`src/rtl/multicycle_ctrl_fsm_pkg.sv`:
```
// Shared types for the multi-cycle control sequencer: state encoding,
// instruction class codes, default field widths and the registered strobe bundle.
package ctrl_pkg;

    localparam int ALU_OP_W_DEF   = 4;
    localparam int SHIFT_OP_W_DEF = 3;

    localparam logic [1:0] CLS_DP  = 2'b00;
    localparam logic [1:0] CLS_LDR = 2'b01;
    localparam logic [1:0] CLS_STR = 2'b10;
    localparam logic [1:0] CLS_B   = 2'b11;

    typedef enum logic [3:0] {
        S_IDLE     = 4'd0,
        S_FETCH    = 4'd1,
        S_DECODE   = 4'd2,
        S_EXEC     = 4'd3,
        S_WB       = 4'd4,
        S_MEM_REQ  = 4'd5,
        S_MEM_WAIT = 4'd6,
        S_MEM_WB   = 4'd7,
        S_BRANCH   = 4'd8,
        S_FAULT    = 4'd9
    } state_t;

    typedef struct packed {
        logic write_pc;
        logic write_ir;
        logic write_reg;
        logic pc_sel;
        logic la;
        logic lb;
        logic lc;
        logic lf;
        logic mem_req;
        logic mem_we;
        logic reg_src;
        logic fault;
    } strobes_t;

endpackage

```
`src/rtl/multicycle_ctrl_fsm_if.sv`:
```
// Data-memory request/acknowledge handshake between the sequencer and the memory port.
interface multicycle_ctrl_fsm_if;
    logic mem_req;
    logic mem_we;
    logic mem_ack;

    modport master (output mem_req, output mem_we, input mem_ack);
    modport slave  (input mem_req, input mem_we, output mem_ack);
endinterface

```
`src/rtl/multicycle_ctrl_fsm_mem_wait_timer.sv`:
```
// Wait-state counter for MEM_WAIT: cleared by load, counts while enabled,
// flags timeout at WAIT_MAX and saturates there so it can never wrap.
module mem_wait_timer #(
    parameter int WAIT_MAX = 15
) (
    input  logic clk,
    input  logic rst,
    input  logic load,
    input  logic en,
    output logic timeout
);
    localparam int CNT_W = $clog2(WAIT_MAX + 1);

    logic [CNT_W-1:0] cnt_q;

    always_ff @(posedge clk or negedge rst) begin
        if (!rst)
            cnt_q <= '0;
        else if (load)
            cnt_q <= '0;
        else if (en && !timeout)
            cnt_q <= cnt_q + CNT_W'(1);
    end

    assign timeout = (cnt_q == CNT_W'(WAIT_MAX));

endmodule

```
`src/rtl/multicycle_ctrl_fsm.sv`:
```
// Multi-cycle control sequencer for DP/LDR/STR/B with memory wait-state timeout.
// Optional CTRL_PSR_WRITE_EN adds write_cpsr/write_spsr strobes.
module multicycle_ctrl_fsm
    import ctrl_pkg::*;
#(
    parameter int ALU_OP_W   = ALU_OP_W_DEF,
    parameter int SHIFT_OP_W = SHIFT_OP_W_DEF,
    parameter int WAIT_MAX   = 15
) (
    input  logic                    clk,
    input  logic                    rst,
    input  logic                    ir_valid,
    input  logic [1:0]              instr_class,
    input  logic                    rm_imm_s,
    input  logic [1:0]              rs_imm_s,
    input  logic [SHIFT_OP_W-1:0]   shift_op,
    input  logic [ALU_OP_W-1:0]     alu_op,
    input  logic                    s_bit,
    input  logic                    cond_fail,
    multicycle_ctrl_fsm_if.master   mem,
    output logic                    write_pc,
    output logic                    write_ir,
    output logic                    write_reg,
    output logic                    pc_sel,
    output logic                    la,
    output logic                    lb,
    output logic                    lc,
    output logic                    lf,
    output logic                    reg_src,
    output logic                    rm_imm_s_ctrl,
    output logic [1:0]              rs_imm_s_ctrl,
    output logic [SHIFT_OP_W-1:0]   shift_op_ctrl,
    output logic [ALU_OP_W-1:0]     alu_op_ctrl,
    output logic                    s_ctrl,
    output logic                    fault
`ifdef CTRL_PSR_WRITE_EN
    ,
    output logic                    write_cpsr,
    output logic                    write_spsr
`endif
);

    state_t   state_q, state_d;
    strobes_t out_q, out_d;
    logic     tmr_load, tmr_en, tmr_timeout;

    mem_wait_timer #(.WAIT_MAX(WAIT_MAX)) u_timer (
        .clk     (clk),
        .rst     (rst),
        .load    (tmr_load),
        .en      (tmr_en),
        .timeout (tmr_timeout)
    );

    assign tmr_load = (state_q == S_MEM_REQ);
    assign tmr_en   = (state_q == S_MEM_WAIT);

    // Next state, then strobes decoded from that next state so they line up
    // with the state register after the edge.
    always_comb begin
        state_d = state_q;
        out_d   = '0;

        case (state_q)
            S_IDLE:   state_d = S_FETCH;
            S_FETCH:  if (ir_valid) state_d = S_DECODE;
            S_DECODE: state_d = S_EXEC;
            S_EXEC: begin
                if (cond_fail)
                    state_d = S_FETCH;
                else begin
                    case (instr_class)
                        CLS_DP:  state_d = S_WB;
                        CLS_LDR: state_d = S_MEM_REQ;
                        CLS_STR: state_d = S_MEM_REQ;
                        default: state_d = S_BRANCH;
                    endcase
                end
            end
            S_WB:      state_d = S_FETCH;
            S_MEM_REQ: state_d = S_MEM_WAIT;
            // The registered mem_we tells a store (back to FETCH) from a load.
            S_MEM_WAIT: begin
                if (mem.mem_ack)
                    state_d = out_q.mem_we ? S_FETCH : S_MEM_WB;
                else if (tmr_timeout)
                    state_d = S_FAULT;
            end
            S_MEM_WB:  state_d = S_FETCH;
            S_BRANCH:  state_d = S_FETCH;
            S_FAULT:   state_d = S_FAULT;
            default:   state_d = S_IDLE;
        endcase

        case (state_d)
            S_FETCH: begin
                out_d.write_pc = 1'b1;
                out_d.write_ir = ir_valid;
            end
            S_DECODE: begin
                out_d.la = 1'b1;
                out_d.lb = 1'b1;
                out_d.lc = 1'b1;
            end
            S_EXEC:    out_d.lf = s_bit;
            S_WB:      out_d.write_reg = 1'b1;
            S_MEM_REQ: begin
                out_d.mem_req = 1'b1;
                out_d.mem_we  = (instr_class == CLS_STR);
            end
            S_MEM_WAIT: begin
                out_d.mem_req = 1'b1;
                out_d.mem_we  = out_q.mem_we;
            end
            S_MEM_WB: begin
                out_d.write_reg = 1'b1;
                out_d.reg_src   = 1'b1;
            end
            S_BRANCH: begin
                out_d.write_pc = 1'b1;
                out_d.pc_sel   = 1'b1;
            end
            S_FAULT:  out_d.fault = 1'b1;
            default: ;
        endcase
    end

    always_ff @(posedge clk or negedge rst) begin
        if (!rst) begin
            state_q <= S_IDLE;
            out_q   <= '0;
        end else begin
            state_q <= state_d;
            out_q   <= out_d;
        end
    end

    // Decode fields are captured on entry to EXEC and held until the next EXEC.
    always_ff @(posedge clk or negedge rst) begin
        if (!rst) begin
            rm_imm_s_ctrl <= 1'b0;
            rs_imm_s_ctrl <= '0;
            shift_op_ctrl <= '0;
            alu_op_ctrl   <= '0;
            s_ctrl        <= 1'b0;
        end else if (state_d == S_EXEC) begin
            rm_imm_s_ctrl <= rm_imm_s;
            rs_imm_s_ctrl <= rs_imm_s;
            shift_op_ctrl <= shift_op;
            alu_op_ctrl   <= alu_op;
            s_ctrl        <= s_bit && (instr_class == CLS_DP);
        end
    end

    assign write_pc    = out_q.write_pc;
    assign write_ir    = out_q.write_ir;
    assign write_reg   = out_q.write_reg;
    assign pc_sel      = out_q.pc_sel;
    assign la          = out_q.la;
    assign lb          = out_q.lb;
    assign lc          = out_q.lc;
    assign lf          = out_q.lf;
    assign reg_src     = out_q.reg_src;
    assign fault       = out_q.fault;
    assign mem.mem_req = out_q.mem_req;
    assign mem.mem_we  = out_q.mem_we;

`ifdef CTRL_PSR_WRITE_EN
    always_ff @(posedge clk or negedge rst) begin
        if (!rst)
            write_cpsr <= 1'b0;
        else
            write_cpsr <= (state_d == S_WB) && s_ctrl;
    end

    // SPSR writes are reserved for a future exception model.
    assign write_spsr = 1'b0;
`endif

endmodule

```
`src/flat_wrapper.sv`:
```
// flat-port wrapper written by rule: the top's interface ports become plain ports
module multicycle_ctrl_fsm_flat import ctrl_pkg::*;
#(
    parameter int ALU_OP_W   = ALU_OP_W_DEF,
    parameter int SHIFT_OP_W = SHIFT_OP_W_DEF,
    parameter int WAIT_MAX   = 15
)
  (clk, rst, ir_valid, instr_class, rm_imm_s, rs_imm_s, shift_op, alu_op, s_bit, cond_fail, write_pc, write_ir, write_reg, pc_sel, la, lb, lc, lf, reg_src, rm_imm_s_ctrl, rs_imm_s_ctrl, shift_op_ctrl, alu_op_ctrl, s_ctrl, fault, mem_mem_req, mem_mem_we, mem_mem_ack);
  multicycle_ctrl_fsm_if mem_i ();
  input  logic clk;
  input  logic rst;
  input  logic ir_valid;
  input  logic [1:0] instr_class;
  input  logic rm_imm_s;
  input  logic [1:0] rs_imm_s;
  input  logic [SHIFT_OP_W-1:0] shift_op;
  input  logic [ALU_OP_W-1:0] alu_op;
  input  logic s_bit;
  input  logic cond_fail;
  output logic write_pc;
  output logic write_ir;
  output logic write_reg;
  output logic pc_sel;
  output logic la;
  output logic lb;
  output logic lc;
  output logic lf;
  output logic reg_src;
  output logic rm_imm_s_ctrl;
  output logic [1:0] rs_imm_s_ctrl;
  output logic [SHIFT_OP_W-1:0] shift_op_ctrl;
  output logic [ALU_OP_W-1:0] alu_op_ctrl;
  output logic s_ctrl;
  output logic fault;
  output wire logic [$bits(mem_i.mem_req)-1:0] mem_mem_req;
  output wire logic [$bits(mem_i.mem_we)-1:0] mem_mem_we;
  input wire logic [$bits(mem_i.mem_ack)-1:0] mem_mem_ack;
  assign mem_mem_req = mem_i.mem_req;
  assign mem_mem_we = mem_i.mem_we;
  assign mem_i.mem_ack = mem_mem_ack;
  multicycle_ctrl_fsm #(.ALU_OP_W(ALU_OP_W), .SHIFT_OP_W(SHIFT_OP_W), .WAIT_MAX(WAIT_MAX)) u_core (.clk(clk), .rst(rst), .ir_valid(ir_valid), .instr_class(instr_class), .rm_imm_s(rm_imm_s), .rs_imm_s(rs_imm_s), .shift_op(shift_op), .alu_op(alu_op), .s_bit(s_bit), .cond_fail(cond_fail), .mem(mem_i), .write_pc(write_pc), .write_ir(write_ir), .write_reg(write_reg), .pc_sel(pc_sel), .la(la), .lb(lb), .lc(lc), .lf(lf), .reg_src(reg_src), .rm_imm_s_ctrl(rm_imm_s_ctrl), .rs_imm_s_ctrl(rs_imm_s_ctrl), .shift_op_ctrl(shift_op_ctrl), .alu_op_ctrl(alu_op_ctrl), .s_ctrl(s_ctrl), .fault(fault));
endmodule
```
`config.mk`:
```
export PLATFORM = sky130hd
export DESIGN_NAME = multicycle_ctrl_fsm_flat
export DESIGN_NICKNAME = d
export VERILOG_FILES = /design/src/rtl/multicycle_ctrl_fsm_pkg.sv /design/src/rtl/multicycle_ctrl_fsm_if.sv /design/src/rtl/multicycle_ctrl_fsm_mem_wait_timer.sv /design/src/rtl/multicycle_ctrl_fsm.sv /design/src/flat_wrapper.sv
export SDC_FILE = /design/constraint.sdc
export NUM_CORES = 1
export LEC_CHECK = 0
export ABC_CLOCK_PERIOD_IN_PS = 2850
export BUFFER_PORTS_ARGS = -buffer_cell sky130_fd_sc_hd__buf_2
export CAP_MARGIN = 5
export CORE_MARGIN = 2
export CORE_UTILIZATION = 44
export DETAILED_ROUTE_END_ITERATION = 10
export PLACE_DENSITY = 0.67
export SYNTH_ARGS = -nofsm -noshare
export SYNTH_HDL_FRONTEND = slang
export SYNTH_SLANG_ARGS = --single-unit
```
`constraint.sdc`:
```
create_clock -name clk -period 2.85 [get_ports clk]
set_input_delay 0.285 -clock clk [delete_from_list [all_inputs] [get_ports clk]]
set_output_delay 0.285 -clock clk [all_outputs]
set_load 0.02 [all_outputs]
```
==> insert_results.sql, run 1 <==
INSERT INTO impl_metrics (metric_group, metric, value, unit) VALUES
('outcome', 'outcome', 'finished clean', ''),
('place', 'standard_cell_area_after_detailed_placement', '1598', 'um^2'),
('global_routing', 'globalRoute.totalOverflow', '0', ''),
('power_and_ir_drop', 'vdd_drop_max', '0.0003503', 'V'),
('floorplan', 'core', '3028', 'um^2'),
('detailed_routing', 'post-route-drc-count', '0', ''),
('floorplan', 'die_area', '3604', 'um^2'),
('place', 'place.port_buffers', '40', ''),
('cts', 'clock_tree_from_tritoncts', 'yes', ''),
('cts', 'cts_sinks', '29', ''),
('detailed_routing', 'avgViaCountPerCell', '4.766', ''),
('timing', 'slew_viol_final', '0', ''),
('timing', 'finalSetupViolations', '0', ''),
('synth', 'ys_async_sr_fraction', '100.0', '%'),
('timing', 'final.period_utilization', '67.27', '%'),
('worst_setup_path', 'critPathSlowestCell', 'sky130_fd_sc_hd__a311oi_4', ''),
('worst_setup_path', 'timing.critical_path.slowest_cell_delay', '0.44', 'ns'),
('timing', 'relSlewSlack', '57.55', '%'),
('worst_setup_path', 'timing.reg2reg.setup_slack', '0.93', 'ns'),
('power_and_ir_drop', 'total_leakage_power', '0.8341', 'nW'),
('hold_path', 'worst_hold_path.num_cells', '2', ''),
('timing', 'report.final.hold_viol_count', '0', ''),
('layout', 'final_common_cell', 'sky130_fd_sc_hd__buf_2', ''),
('timing', 'worst_pin_slew', '0.6368', 'ns'),
('layout', 'fillCellCount', '286', ''),
('detailed_routing', 'vias', '958', ''),
('flow_run', 'max_cap_viol_count', '0', ''),
('synth', 'number_of_flops_mapped_to_enable_cells_by_yosys', '0', ''),
('layout', 'finish.net_count', '178', ''),
('layout', 'area.growth.synth_to_final', '20.11', '%'),
('cts', 'worstSkewPairLatency', '0.34', 'ns'),
('layout', 'insertedDiodeCount', '0', ''),
('cts', 'cts_htree_levels', '2', ''),
('worst_setup_path', 'timing.rr.start', 'u_core.u_timer.cnt_q[0]$_DFFE_PN0P_', ''),
('timing', 'layout_min_cycle_time', '1.917', 'ns'),
('place', 'gp_routability_congestion', '0.8292', ''),
('synth', 'synthesis.nets', '135', ''),
('worst_setup_path', 'critical_path.endpoint_type', 'flip-flop', ''),
('worst_setup_path', 'critical_path_class', 'flip-flop to flip-flop', ''),
('synth', 'synth_seq_area_share', '52.54', '%'),
('timing', 'final_critical_path_setup_slack', '0.9328', 'ns'),
('floorplan', 'floorplan.die.height', '60.03', 'um'),
('synth', 'syn-cell-area', '1381', 'um^2'),
('place', 'numPlacedInstances', '192', ''),
('worst_setup_path', 'critical_path.n_buffers_inverters', '0', ''),
('synth', 'syn_area_per_cell', '12.22', 'um^2'),
('cts', 'post_cts_resized', '0', ''),
('layout', 'finish.instance_area', '1659', 'um^2'),
('worst_setup_path', 'regToRegEndpoint', 'u_core.write_reg$_DFF_PN0_', ''),
('synth', 'synth_ff_type', 'sky130_fd_sc_hd__dfrtp_1', ''),
('global_routing', 'largest_net_degree_at_the_start_of_global_routing', '30', ''),
('cts', 'cts-root-to-sink-buffers', '2', ''),
('cts', 'numCtsBuffers', '5', ''),
('floorplan', 'fp.dieW', '60.03', 'um'),
('synth', 'synth.yosys.warnings', '0', ''),
('hold_path', 'min_delay_worst_endpoint', 'u_core.alu_op_ctrl[0]$_DFFE_PN0N_', ''),
('global_routing', 'first_global_vias', '998', ''),
('worst_setup_path', 'critical_path.cell_chain', 'ha_1, a311oi_1, nor2_1, a311oi_4, xor2_1, and2_1', ''),
('synth', 'distinct_cell_type_count_of_the_synthesized_netlist', '34', ''),
('timing', 'setup-tns-final', '0', 'ns'),
('layout', 'post_layout_nonfiller_instances', '201', ''),
('place', 'dpl.hpwl', '1936', 'um'),
('detailed_routing', 'wl_final', '2638', 'um'),
('hold_path', 'hp-class', 'input pin to flip-flop', ''),
('detailed_routing', 'route.antenna.remaining_nets', '0', ''),
('worst_setup_path', 'arrival', '2.16', 'ns'),
('layout', 'drive_gt1_share', '40.76', '%'),
('detailed_routing', 'drt_iter0_markers', '12', ''),
('cts', 'worst_setup_hold_path_clk_slew', '0.10', 'ns'),
('timing', 'setup_repair_after_global_routing_missed_its_margin', 'false', ''),
('synth', 'synth.ff_latch_count', '29', '');
-- kinds of logic after synthesis --
family,Yosys count,synth area share [%]
flip-flops,29,52.54
adder cells (fa/ha/maj),4,3.623
buffers and inverters,13,4.981
AND/OR/NAND/NOR,38,17.12
XOR/XNOR,4,2.537
AO/OA/AOI/OAI,14,10.33
multiplexers,11,8.877
-- timing repair --
item,4_1_cts,5_1_grt
endpoints found under the setup margin,0,0
hold endpoints to repair,29,0
hold buffers,1,0
-- area by class of cell --
type / count / area, um^2 / area share [%]
flip-flops and latches: 29 / 725.7 / 43.74
inverters: 8 / 30.03 / 1.810
multi-input cells: 71 / 586.8 / 35.37
clock buffers: 6 / 41.29 / 2.489
well taps: 44 / 55.05 / 3.318
clock inverters: 2 / 10.01 / 0.6033
repair buffers: 41 / 210.2 / 12.67
-- how the worst max path moves through the flow --
stage	cells past startpoint	slack [ns]	startpoint	endpoint
2_1_floorplan	6	1.10	u_core.u_timer.cnt_q[0]$_DFFE_PN0P_	u_core.write_reg$_DFF_PN0_
3_3_place_gp	8	0.95	instr_class[0]	u_core.write_reg$_DFF_PN0_
3_5_place_dp	8	0.82	instr_class[0]	u_core.write_reg$_DFF_PN0_
4_1_cts	6	0.91	u_core.u_timer.cnt_q[0]$_DFFE_PN0P_	u_core.write_reg$_DFF_PN0_
5_1_grt	6	0.81	u_core.u_timer.cnt_q[0]$_DFFE_PN0P_	u_core.write_reg$_DFF_PN0_
6_report	6	0.93	u_core.u_timer.cnt_q[0]$_DFFE_PN0P_	u_core.write_reg$_DFF_PN0_
-- worst reg2reg max path, delay by kind of cell, from the launching register on --
family                     cells  cell delay (ns)
adders and majority gates      1             0.26
and+or+nand+nor                2             0.29
AOI/OAI and AO/OA              2             0.71
DFF                            1             0.41
xor gates and xnor gates       1             0.16
-- Yosys cell counts, drive strengths merged (2+ instances only) --
library cell | number | area, um^2
a21oi | 3 | 15.01
a311oi | 2 | 35.04
a31oi | 2 | 12.51
and2 | 3 | 18.77
and3 | 3 | 18.77
buf | 5 | 38.78
dfrtp | 29 | 725.7
ha | 4 | 50.05
inv | 8 | 30.03
mux2 | 10 | 112.6
nand2 | 5 | 18.77
nand3 | 2 | 10.01
nor2 | 11 | 41.29
nor2b | 5 | 31.28
o21ai | 3 | 18.77
o31ai | 2 | 25.02
xor2 | 3 | 26.28
-- power by group --
part / switching, mW / leakage (nW) / internal [mW]
combinational: 0.428 / 0.429 / 0.311
clock: 0.143 / 0.0320 / 0.0937
sequential: 0.101 / 0.374 / 0.561
total: 0.672 / 0.834 / 0.967
-- routing by layer --
metal / vias up / track usage, % / wire length (um)
met5: - / 0 / 0
met1: 456 / 21.22 / 1132
met3: 4 / 6.710 / 140
li1: 472 / - / -
met2: 26 / 28.11 / 1317
met4: 0 / 9.206 / 48
Power figures use the tool's default switching activity.
==> run 2, diff against run 1 <==
--- a/config.mk
+++ b/config.mk
@@ -5,13 +5,14 @@
 export SDC_FILE = /design/constraint.sdc
 export NUM_CORES = 1
 export LEC_CHECK = 0
-export ABC_CLOCK_PERIOD_IN_PS = 2850
+export ABC_AREA = 1
+export ABC_CLOCK_PERIOD_IN_PS = 1800
 export BUFFER_PORTS_ARGS = -buffer_cell sky130_fd_sc_hd__buf_2
 export CAP_MARGIN = 5
 export CORE_MARGIN = 2
 export CORE_UTILIZATION = 44
 export DETAILED_ROUTE_END_ITERATION = 10
-export PLACE_DENSITY = 0.67
+export PLACE_DENSITY = 0.66
 export SYNTH_ARGS = -nofsm -noshare
 export SYNTH_HDL_FRONTEND = slang
 export SYNTH_SLANG_ARGS = --single-unit
==> constraint.sdc (replaced) <==
create_clock -name clk -period 1.8 [get_ports clk]
set_input_delay 0.18 -clock clk [delete_from_list [all_inputs] [get_ports clk]]
set_output_delay 0.18 -clock clk [all_outputs]
set_load 0.02 [all_outputs]
==> run 2 against run 1 <==
Effect of this change:
- utilization is 1.8 points higher
- highest routed layer unchanged
- sequential power increased by 56%
- count of clock-buffer cells in the layout is 1 lower
==> insert_results.sql, run 2 <==
INSERT INTO impl_metrics (metric_group, metric, value, unit) VALUES
('synth', 'synth_top_cells_by_area', 'sky130_fd_sc_hd__dfrtp_1 51%, sky130_fd_sc_hd__nand2_1 14%, sky130_fd_sc_hd__inv_1 4.8%, sky130_fd_sc_hd__nand3_1 4.6%, sky130_fd_sc_hd__ha_1 3.5%', ''),
('timing', 'finalSetupViolations', '0', ''),
('synth', 'post_synth_inst_count', '167', ''),
('floorplan', 'die_area', '3695', 'um^2'),
('floorplan', 'core', '3053', 'um^2'),
('detailed_routing', 'route.top_layer_used', 'met4', ''),
('timing', 'finClkSkew', '0.01240', 'ns'),
('worst_setup_path', 'critical_path.endpoint_type', 'flip-flop', ''),
('place', 'standard_cell_area_after_detailed_placement', '1663', 'um^2'),
('floorplan', 'initial_utilization', '46.48', '%'),
('synth', 'synthesis.nets', '189', ''),
('cts', 'worst_setup_hold_path_clk_slew', '0.10', 'ns'),
('detailed_routing', 'avgViaCountPerCell', '4.682', ''),
('place', 'place.port_buffers', '40', ''),
('power_and_ir_drop', 'p_per_area', '1615', 'nW/um^2'),
('worst_setup_path', 'timing.reg2reg.setup_slack', '0.18', 'ns'),
('synth', 'number_of_flops_mapped_to_enable_cells_by_yosys', '0', ''),
('detailed_routing', 'route.antenna.remaining_nets', '0', ''),
('synth', 'synth.yosys.warnings', '0', ''),
('hold_path', 'hp-class', 'input pin to flip-flop', ''),
('global_routing', 'first_global_vias', '1083', ''),
('floorplan', 'floorplan.die.height', '60.79', 'um'),
('worst_setup_path', 'critical_path_class', 'flip-flop to flip-flop', ''),
('detailed_routing', 'vias', '1208', ''),
('detailed_routing', 'wl_final', '2969', 'um'),
('detailed_routing', 'post-route-drc-count', '0', ''),
('detailed_routing', 'drt_first_pass_iters', '4', ''),
('layout', 'layout_top_registers', 'u_core.alu_op_ctrl: 4 flops, u_core.state_q: 4 flops, u_core.u_timer.cnt_q: 4 flops', ''),
('cts', 'worstSkewPairLatency', '0.32', 'ns'),
('synth', 'yosys.cell_count.top_type', 'sky130_fd_sc_hd__nand2_1', ''),
('cts', 'cts_htree_levels', '2', ''),
('place', 'dpl.hpwl', '2278', 'um'),
('timing', 'setup-tns-final', '0', 'ns'),
('layout', 'area.growth.synth_to_final', '21.78', '%'),
('global_routing', 'global_route_wire_length_before_repair', '4643', 'um'),
('timing', 'worst_pin_slew', '0.6302', 'ns'),
('synth', 'synth_seq_area_share', '51.15', '%'),
('global_routing', 'track_usage', '17.61', '%'),
('layout', 'final_common_cell', 'sky130_fd_sc_hd__nand2_1', ''),
('power_and_ir_drop', 'vdd_drop_max', '0.0009176', 'V'),
('synth', 'synth_ff_type', 'sky130_fd_sc_hd__dfrtp_1', ''),
('place', 'numPlacedInstances', '249', ''),
('synth', 'synth.top_cell.area_share', '51.15', '%'),
('worst_setup_path', 'worstSetupStartpointType', 'flip-flop', ''),
('synth', 'distinct_cell_type_count_of_the_synthesized_netlist', '24', ''),
('timing', 'max_freq', '0.6184', 'GHz'),
('layout', 'most-common-layout-cells', '53 x sky130_fd_sc_hd__nand2_1, 40 x sky130_fd_sc_hd__buf_2, 29 x sky130_fd_sc_hd__dfrtp_1', ''),
('cts', 'post_cts_resized', '0', ''),
('cts', 'cts_sinks', '29', ''),
('synth', 'synth.ff_latch_count', '29', ''),
('synth', 'syn_area_per_cell', '8.496', 'um^2'),
('place', 'gp_routability_congestion', '0.8796', ''),
('layout', 'insertedDiodeCount', '0', ''),
('outcome', 'outcome', 'finished clean', ''),
('layout', 'finish.net_count', '235', ''),
('cts', 'clock_tree_from_tritoncts', 'yes', ''),
('detailed_routing', 'wirelength_met1', '1277', 'um'),
('floorplan', 'fp.dieW', '60.79', 'um'),
('floorplan', 'pin_count', '41', ''),
('worst_setup_path', 'worst-path-max-fanout', '7', ''),
('synth', 'syn-cell-area', '1419', 'um^2'),
('place', 'pre_cts_ws', '0.1943', 'ns'),
('cts', 'numCtsBuffers', '5', ''),
('global_routing', 'grt_antenna_before_repair', '0', ''),
('cts', 'root_buffer', 'sky130_fd_sc_hd__clkbuf_4', ''),
('timing', 'setup_repair_after_global_routing_missed_its_margin', 'false', ''),
('detailed_routing', 'avgRoutedWirePerCell', '11.51', 'um'),
('detailed_routing', 'routed-wl-met3', '155', 'um'),
('synth', 'ys_async_sr_fraction', '100.0', '%'),
('worst_setup_path', 'critical_path_required', '2.01', 'ns'),
('timing', 'report.final.hold_viol_count', '0', ''),
('cts', 'cts-root-to-sink-buffers', '2', ''),
('synth', 'netlist.top_cell.by_area', 'sky130_fd_sc_hd__dfrtp_1', ''),
('layout', 'finish.instance_area', '1728', 'um^2'),
('detailed_routing', 'wl_met2', '1490', 'um'),
('floorplan', 'floorplan.rows', '20', ''),
('global_routing', 'largest_net_degree_at_the_start_of_global_routing', '30', ''),
('power_and_ir_drop', 'total_leakage_power', '1.027', 'nW'),
('layout', 'drive_gt1_share', '32.24', '%'),
('timing', 'final_critical_path_setup_slack', '0.1829', 'ns'),
('flow_run', 'max_cap_viol_count', '0', ''),
('global_routing', 'globalRoute.totalOverflow', '0', ''),
('timing', 'layout_min_cycle_time', '1.617', 'ns'),
('worst_setup_path', 'arrival', '1.83', 'ns'),
('synth', 'synthTopCellsByCount', '53 x sky130_fd_sc_hd__nand2_1, 29 x sky130_fd_sc_hd__dfrtp_1, 18 x sky130_fd_sc_hd__inv_1', ''),
('timing', 'slew_viol_final', '0', ''),
('detailed_routing', 'drt_iter0_markers', '36', ''),
('timing', 'final.period_utilization', '89.84', '%'),
('timing', 'relSlewSlack', '57.98', '%'),
('layout', 'post_layout_nonfiller_instances', '258', '');
run 2: critical path, stage by stage (launching register included):
cell and delay, ns:
sky130_fd_sc_hd__dfrtp_1 0.42, sky130_fd_sc_hd__ha_1 0.22, sky130_fd_sc_hd__nand3_1 0.22, sky130_fd_sc_hd__nand2_1 0.10, sky130_fd_sc_hd__nand2_2 0.09, sky130_fd_sc_hd__nand3_2 0.08
sky130_fd_sc_hd__nor2_2 0.18, sky130_fd_sc_hd__nor2_1 0.06, sky130_fd_sc_hd__nand2_1 0.09, sky130_fd_sc_hd__nand2_1 0.05
run 2: cells by family (layout without fill, tap and decap cells):
family                   after synthesis  count (layout)  synth area share (%)
adder cells (fa/ha/maj)                4               4                 3.527
AND/OR/NAND/NOR                      101             101                 35.01
flip-flops                            29              29                 51.15
buffers and inverters                 25              72                 7.142
AO/OA/AOI/OAI                          8               8                 3.175
run 2: metal layers:
layer,vias to the layer above,global-route usage [%]
met5,-,0
met4,0,8.075
met3,6,5.117
met2,35,29.19
met1,556,21.13
li1,611,-
run 2: where the power goes:
| part | leakage (nW) | switching (mW) | internal, mW | total [mW] |
|---|---|---|---|---|
| clock network | 0.0310 | 0.231 | 0.147 | 0.378 |
| logic | 0.618 | 0.938 | 0.443 | 1.38 |
| registers | 0.378 | 0.153 | 0.879 | 1.03 |
| total | 1.03 | 1.32 | 1.47 | 2.79 |
run 2: cell type report:
cell class                 count  area (um^2)
tap                           44        55.05
multi-input combinational    113        591.8
inverter                      22        82.58
clock inverter                 3        17.52
timing repair buffer          42        217.7
fill                         299         1325
clock buffer                   5        37.54
sequential                    29        725.7
run 2: what timing repair did:
action | 4_1_cts | 5_1_grt
endpoints found under the hold margin | 29 | 0
setup buffers | 0 | 0
hold buffers | 1 | 0
run 2: path summary, 6_finish.rpt:
check / startpoint / to / depth (start not counted)
max in group asynchronous: rst / u_core.rm_imm_s_ctrl$_DFFE_PN0N_ / 2
setup reg to reg: u_core.u_timer.cnt_q[1]$_DFFE_PN0P_ / u_core.write_pc$_DFF_PN0_ / 9
hold / removal: shift_op[2] / u_core.shift_op_ctrl[2]$_DFFE_PN0N_ / 3
setup / recovery: u_core.u_timer.cnt_q[1]$_DFFE_PN0P_ / u_core.write_pc$_DFF_PN0_ / 9
min in group asynchronous: rst / u_core.u_timer.cnt_q[0]$_DFFE_PN0P_ / 2
hold reg to reg: u_core.shift_op_ctrl[2]$_DFFE_PN0N_ / u_core.shift_op_ctrl[2]$_DFFE_PN0N_ / 2
run 2: per-stage QoR:
step / util, % / power (mW) / hold WS, ns
after floorplan: - / 2.049 / -0.1156
after global placement: 54.47 / 2.398 / 0.2323
after detailed placement: 54.47 / 2.431 / 0.2370
after CTS: 56.60 / 2.819 / 0.03617
after global routing: 56.60 / 3.028 / 0.03764
final: 56.60 / 2.791 / 0.04773
